`src/rtl/nibble_serializer.sv`:
```
// Buffers 8-bit words in a small FIFO and streams each one out as two 4-bit
// nibbles over valid/ready, with a sticky slice-mismatch flag and a word count.
module nibble_serializer #(
  parameter int DEPTH     = 2,
  parameter bit MSN_FIRST = 1'b1,
  parameter int CNT_W     = 8
) (
  input  logic                     i_clk,
  input  logic                     i_rst_n,
  input  logic [7:0]               i_a,
  input  logic [3:0]               i_a1,
  input  logic [3:0]               i_a2,
  input  logic                     i_valid,
  output logic                     o_ready,
  output logic [3:0]               o_nib,
  output logic                     o_last,
  output logic                     o_valid,
  input  logic                     i_ready,
  output logic                     o_mismatch,
  output logic [CNT_W-1:0]         o_word_cnt,
  output logic [$clog2(DEPTH):0]   o_level
);

  localparam int AW = $clog2(DEPTH);
  localparam int LW = AW + 1;
  localparam logic [LW-1:0] FULL = LW'(DEPTH);

  typedef enum logic [1:0] {
    ST_IDLE   = 2'd0,
    ST_FIRST  = 2'd1,
    ST_SECOND = 2'd2
  } state_t;

  state_t           r_state;
  state_t           w_state_nxt;
  logic [7:0]       r_mem [DEPTH];
  logic [AW-1:0]    r_wr_ptr;
  logic [AW-1:0]    r_rd_ptr;
  logic [LW-1:0]    r_level;
  logic [LW-1:0]    w_level_nxt;
  logic [7:0]       r_word;
  logic [7:0]       w_word_nxt;
  logic [3:0]       r_nib;
  logic [3:0]       w_nib_nxt;
  logic             r_last;
  logic             w_last_nxt;
  logic             r_valid;
  logic             w_valid_nxt;
  logic             r_mismatch;
  logic [CNT_W-1:0] r_word_cnt;
  logic             w_push;
  logic             w_pop;
  logic             w_done;

  function automatic logic slice_mismatch(input logic [7:0] word,
                                          input logic [3:0] hi,
                                          input logic [3:0] lo);
    return (hi != word[7:4]) || (lo != word[3:0]);
  endfunction

  // Ready looks only at registered occupancy, so a same-cycle pop never frees a slot early.
  assign o_ready = (r_level < FULL) && i_rst_n;
  assign w_push  = i_valid && o_ready;

  // Output sequencer: pick up the FIFO head, walk it through both nibbles.
  always_comb begin
    w_state_nxt = r_state;
    w_word_nxt  = r_word;
    w_pop       = 1'b0;
    w_done      = 1'b0;
    case (r_state)
      ST_IDLE: begin
        if (r_level != '0) begin
          w_pop       = 1'b1;
          w_word_nxt  = r_mem[r_rd_ptr];
          w_state_nxt = ST_FIRST;
        end else begin
          w_state_nxt = ST_IDLE;
        end
      end
      ST_FIRST: begin
        if (i_ready) begin
          w_state_nxt = ST_SECOND;
        end else begin
          w_state_nxt = ST_FIRST;
        end
      end
      ST_SECOND: begin
        if (i_ready) begin
          w_done = 1'b1;
          if (r_level != '0) begin
            w_pop       = 1'b1;
            w_word_nxt  = r_mem[r_rd_ptr];
            w_state_nxt = ST_FIRST;
          end else begin
            w_state_nxt = ST_IDLE;
          end
        end else begin
          w_state_nxt = ST_SECOND;
        end
      end
      default: begin
        w_state_nxt = ST_IDLE;
      end
    endcase
  end

  // Outputs are decoded from the next state so they leave the flops already aligned.
  always_comb begin
    w_valid_nxt = 1'b0;
    w_last_nxt  = 1'b0;
    w_nib_nxt   = 4'h0;
    case (w_state_nxt)
      ST_FIRST: begin
        w_valid_nxt = 1'b1;
        w_nib_nxt   = MSN_FIRST ? w_word_nxt[7:4] : w_word_nxt[3:0];
      end
      ST_SECOND: begin
        w_valid_nxt = 1'b1;
        w_last_nxt  = 1'b1;
        w_nib_nxt   = MSN_FIRST ? w_word_nxt[3:0] : w_word_nxt[7:4];
      end
      default: begin
        w_valid_nxt = 1'b0;
      end
    endcase
  end

  // Occupancy bookkeeping.
  always_comb begin
    case ({w_push, w_pop})
      2'b10:   w_level_nxt = r_level + LW'(1);
      2'b01:   w_level_nxt = r_level - LW'(1);
      default: w_level_nxt = r_level;
    endcase
  end

  // FIFO storage; never reset, occupancy alone decides what is live.
  always_ff @(posedge i_clk) begin
    if (w_push) begin
      r_mem[r_wr_ptr] <= i_a;
    end
  end

  // State, pointers and registered outputs.
  always_ff @(posedge i_clk) begin
    if (!i_rst_n) begin
      r_state    <= ST_IDLE;
      r_wr_ptr   <= '0;
      r_rd_ptr   <= '0;
      r_level    <= '0;
      r_word     <= 8'h00;
      r_nib      <= 4'h0;
      r_last     <= 1'b0;
      r_valid    <= 1'b0;
      r_mismatch <= 1'b0;
      r_word_cnt <= '0;
    end else begin
      r_state <= w_state_nxt;
      r_word  <= w_word_nxt;
      r_level <= w_level_nxt;
      r_nib   <= w_nib_nxt;
      r_last  <= w_last_nxt;
      r_valid <= w_valid_nxt;
      if (w_push) begin
        r_wr_ptr <= r_wr_ptr + AW'(1);
      end
      if (w_pop) begin
        r_rd_ptr <= r_rd_ptr + AW'(1);
      end
      if (w_push && slice_mismatch(i_a, i_a1, i_a2)) begin
        r_mismatch <= 1'b1;
      end
      if (w_done) begin
        r_word_cnt <= r_word_cnt + CNT_W'(1);
      end
    end
  end

  assign o_nib      = r_nib;
  assign o_last     = r_last;
  assign o_valid    = r_valid;
  assign o_mismatch = r_mismatch;
  assign o_word_cnt = r_word_cnt;
  assign o_level    = r_level;

endmodule
```
`config.mk`:
```
export PLATFORM = sky130hd
export DESIGN_NAME = nibble_serializer
export DESIGN_NICKNAME = d
export VERILOG_FILES = /design/src/rtl/nibble_serializer.sv
export SDC_FILE = /design/constraint.sdc
export NUM_CORES = 1
export LEC_CHECK = 0
export CAP_MARGIN = 20
export CORE_MARGIN = 3
export CORE_UTILIZATION = 33
export DETAILED_ROUTE_END_ITERATION = 6
export PLACE_DENSITY_LB_ADDON = 0.05
export SYNTH_ARGS = -nofsm -noshare
export SYNTH_HDL_FRONTEND = slang
export SYNTH_SLANG_ARGS = --single-unit
```
`constraint.sdc`:
```
create_clock -name i_clk -period 2.4 [get_ports i_clk]
set_clock_uncertainty 0.2 [all_clocks]
set_input_delay 0.24 -clock i_clk [delete_from_list [all_inputs] [get_ports i_clk]]
set_output_delay 0.24 -clock i_clk [all_outputs]
set_load 0.005 [all_outputs]
```
==> impl_metrics.ini <==
[run_status]
status = finished clean

[drt]
first_iter_violations = 67
vias_per_cell = 4.55
dr_total_vias = 1205
drtPass1Iterations = 4
routed_wl_um = 3440
drc = 0
wl_per_cell_um = 13.0
ant_nets = 0

[clock_network]
clk_latency_ns = 0.29
cts_tree = yes
cts_buffers = 5
cts_setup_buffers = 0
cts_resized = 0
holdBufCountCts = 0
cts.sinks = 46
clockRootBuffer = clkbuf_8
path_clk_slew_ns = 0.08
clk_path_buf_depth = 2
htreeDepth = 2

[yosys]
yosys.area.top_type = dfxtp_1
synthTopCellsByArea = dfxtp_1, edfxtp_1, xnor2_1, mux2_2, mux2i_1
synth.distinct_cells = 29
syn-instance-count = 151
yosysWarnings = 0
synth_area_mm2 = 0.00188
syn_nets = 175
syn-mean-instance-area_um2 = 12.4
ys_seq_elements = 46
synth_top_area_frac = 0.320
synth-seq-area-share = 0.576

[layout]
drive_above_1_share = 0.118
num_antenna_cells = 0
final_nets = 218
syn2layout_area_growth_pct = 29.0
stdcell_count = 265
fillers = 505

[die]
num_io_pins = 38
core_area_mm2 = 0.00530
die_h_um = 81.4
die_area_mm2 = 0.00663
die_w_um = 81.4
start_util = 0.354
rows = 26

[global_routing]
gr-total-overflow = 0
grt_pass1_wl_um = 5680
first_global_vias = 1113
gr-usage-all-layers = 0.115
antenna_found_initial = 0
grt_max_degree = 27

[placed_design]
place_congestion = 0.726
preCtsSetupSlack_ns = 0.105
port_buffers = 37
dp_hpwl_um = 2600
dp.cells = 257

[power]
switchingPower_mw = 0.669
p_sw_frac = 0.294
p_per_area_mw_per_mm2 = 939
p_int_mw = 1.60
power_leakage_nw = 0.869
ir_worst_vdd_uv = 490
finalPower_mw = 2.27
clockPowerShare = 0.208
pwr-share-seq = 0.460
combPwrFrac = 0.332

[sta]
fin_ws_ns = 0.426
slew_violations = 0
min_period_ns = 1.97
fin_crit_sh = 0.823
setup_viol_count_final = 0
hold-worst-slack_ns = 0.279
tns_ns = 0
maxSlewHeadroom = 0.732
fmax_mhz = 507
worst_pin_slew_ns = 0.402
rsz0062_at_grt = no
finalHoldViolations = 0

[setup_path]
start_kind = input port
crit_type = in2reg
worstPathRequired_ns = 2.42
critical_path.max_fanout = 4
critPathBufInv = 1
crit_path_end_kind = flop
crit_arrival_ns = 1.99
cp_cell_sequence = clkdlybuf4s50_1 > and2b_2 > mux2_2 > ha_1 > nor2b_1 > nand2_1 > o22ai_1
crit_family = simple AND/OR/NAND/NOR gates
slowest_delay_ns = 0.46
slowest_stage = clkdlybuf4s50_1

[job]
cap_violations = 0

[worst_hold_path]
min_path_type = reg2reg
[routing by layer]
metal / part of all wire / routed length (µm) / global-route usage
met2: 0.46 / 1580 / 0.164
met5: 0 / 0 / 0
met3: 0.039 / 135 / 0.0395
met1: 0.49 / 1690 / 0.161
met4: 0.010 / 36 / 0.0405
[cell families (layout without fill, tap and decap cells)]
family | Yosys count | in the layout | share of synthesized area
XOR/XNOR | 18 | 18 | 0.0839
flip-flops | 46 | 46 | 0.576
multiplexers | 18 | 18 | 0.102
buffers and inverters | 7 | 51 | 0.0227
AO/OA/AOI/OAI | 9 | 9 | 0.0306
AND/OR/NAND/NOR | 49 | 49 | 0.159
adder cells (fa/ha/maj) | 4 | 4 | 0.0266
[through the flow]
stage	instance area, µm²	util
detailed placement	2330	0.440
global placement	2330	0.440
floorplan	1880	-
finish	2420	0.457
global route	2420	0.457
CTS	2420	0.457
[flip-flops by register name (all words and copies together), names as in the netlist, named ones only]
| signal | flops |
|---|---|
| o_level | 2 |
| r_state | 2 |
| o_word_cnt | 8 |
| o_last | 1 |
| r_rd_ptr | 1 |
| o_valid | 1 |
| o_mismatch | 1 |
| r_wr_ptr | 1 |
| r_word | 8 |
| r_mem | 16 |
| o_nib | 4 |
[synth_stat cells, drive strengths merged]
cell / instances
clkbuf: 2
nor2b: 11
mux2i: 9
nand2: 5
o22ai: 4
xor2: 2
edfxtp: 16
nand4: 7
inv: 2
and3: 3
or3: 1
nor3: 2
ha: 4
buf: 3
xnor2: 16
a211oi: 1
a21boi: 1
nor2: 3
and2: 14
dfxtp: 30
and3b: 1
o21ai: 2
o21a: 1
and2b: 2
mux2: 9
[worst register-to-register path, cell delays in order (launching register included)]
cell,delay [ns]
dfxtp_1,0.32
nor2b_2,0.17
a211oi_1,0.26
inv_1,0.08
ha_1,0.29
nor2b_1,0.18
nand2_1,0.14
o22ai_1,0.19
[layout by cell type (no fill, tap or decap), types with 4 or more instances in the layout]
master | synthesis | layout
and2_1 | 14 | 14
buf_4 | 0 | 4
clkbuf_8 | 0 | 6
clkdlybuf4s50_1 | 0 | 37
dfxtp_1 | 30 | 30
edfxtp_1 | 16 | 16
ha_1 | 4 | 4
mux2_2 | 9 | 9
mux2i_1 | 9 | 9
nand2_1 | 5 | 5
nand4_1 | 7 | 7
nor2b_1 | 10 | 10
o22ai_1 | 4 | 4
xnor2_1 | 16 | 16
[layout make-up]
type / instances / area [µm²] / share of cell area
clock inverters: 1 / 5.00 / 0.00207
clock buffers: 7 / 86.3 / 0.0356
inverters: 2 / 7.51 / 0.00310
flip-flops and latches: 46 / 1080 / 0.446
well taps: 70 / 87.6 / 0.0362
repair buffers: 41 / 400 / 0.165
multi-input cells: 98 / 754 / 0.311
[path summary, 6_finish.rpt]
path / cells after the start / slack [ns] / endpoint / from
setup / recovery: 7 / 0.43 / o_nib[1]$_SDFF_PN0_ / i_ready
hold / removal: 2 / 0.28 / o_mismatch$_SDFFE_PN0P_ / o_mismatch$_SDFFE_PN0P_
setup reg to reg: 7 / 0.50 / o_nib[1]$_SDFF_PN0_ / r_state[1]$_SDFF_PN0_
hold reg to reg: 2 / 0.28 / o_mismatch$_SDFFE_PN0P_ / o_mismatch$_SDFFE_PN0P_
[power groups by stage]
stage / Clock [mW] / Sequential (mW) / Combinational (mW)
final: 0.474 / 1.05 / 0.754
after detailed placement: 0 / 1.07 / 0.769
after floorplan: 0 / 1.03 / 0.537
after global routing: 0.539 / 1.07 / 0.848
after CTS: 0.495 / 1.05 / 0.772
after global placement: 0 / 1.06 / 0.760
Note: power is estimated with default switching activity, not from simulation.
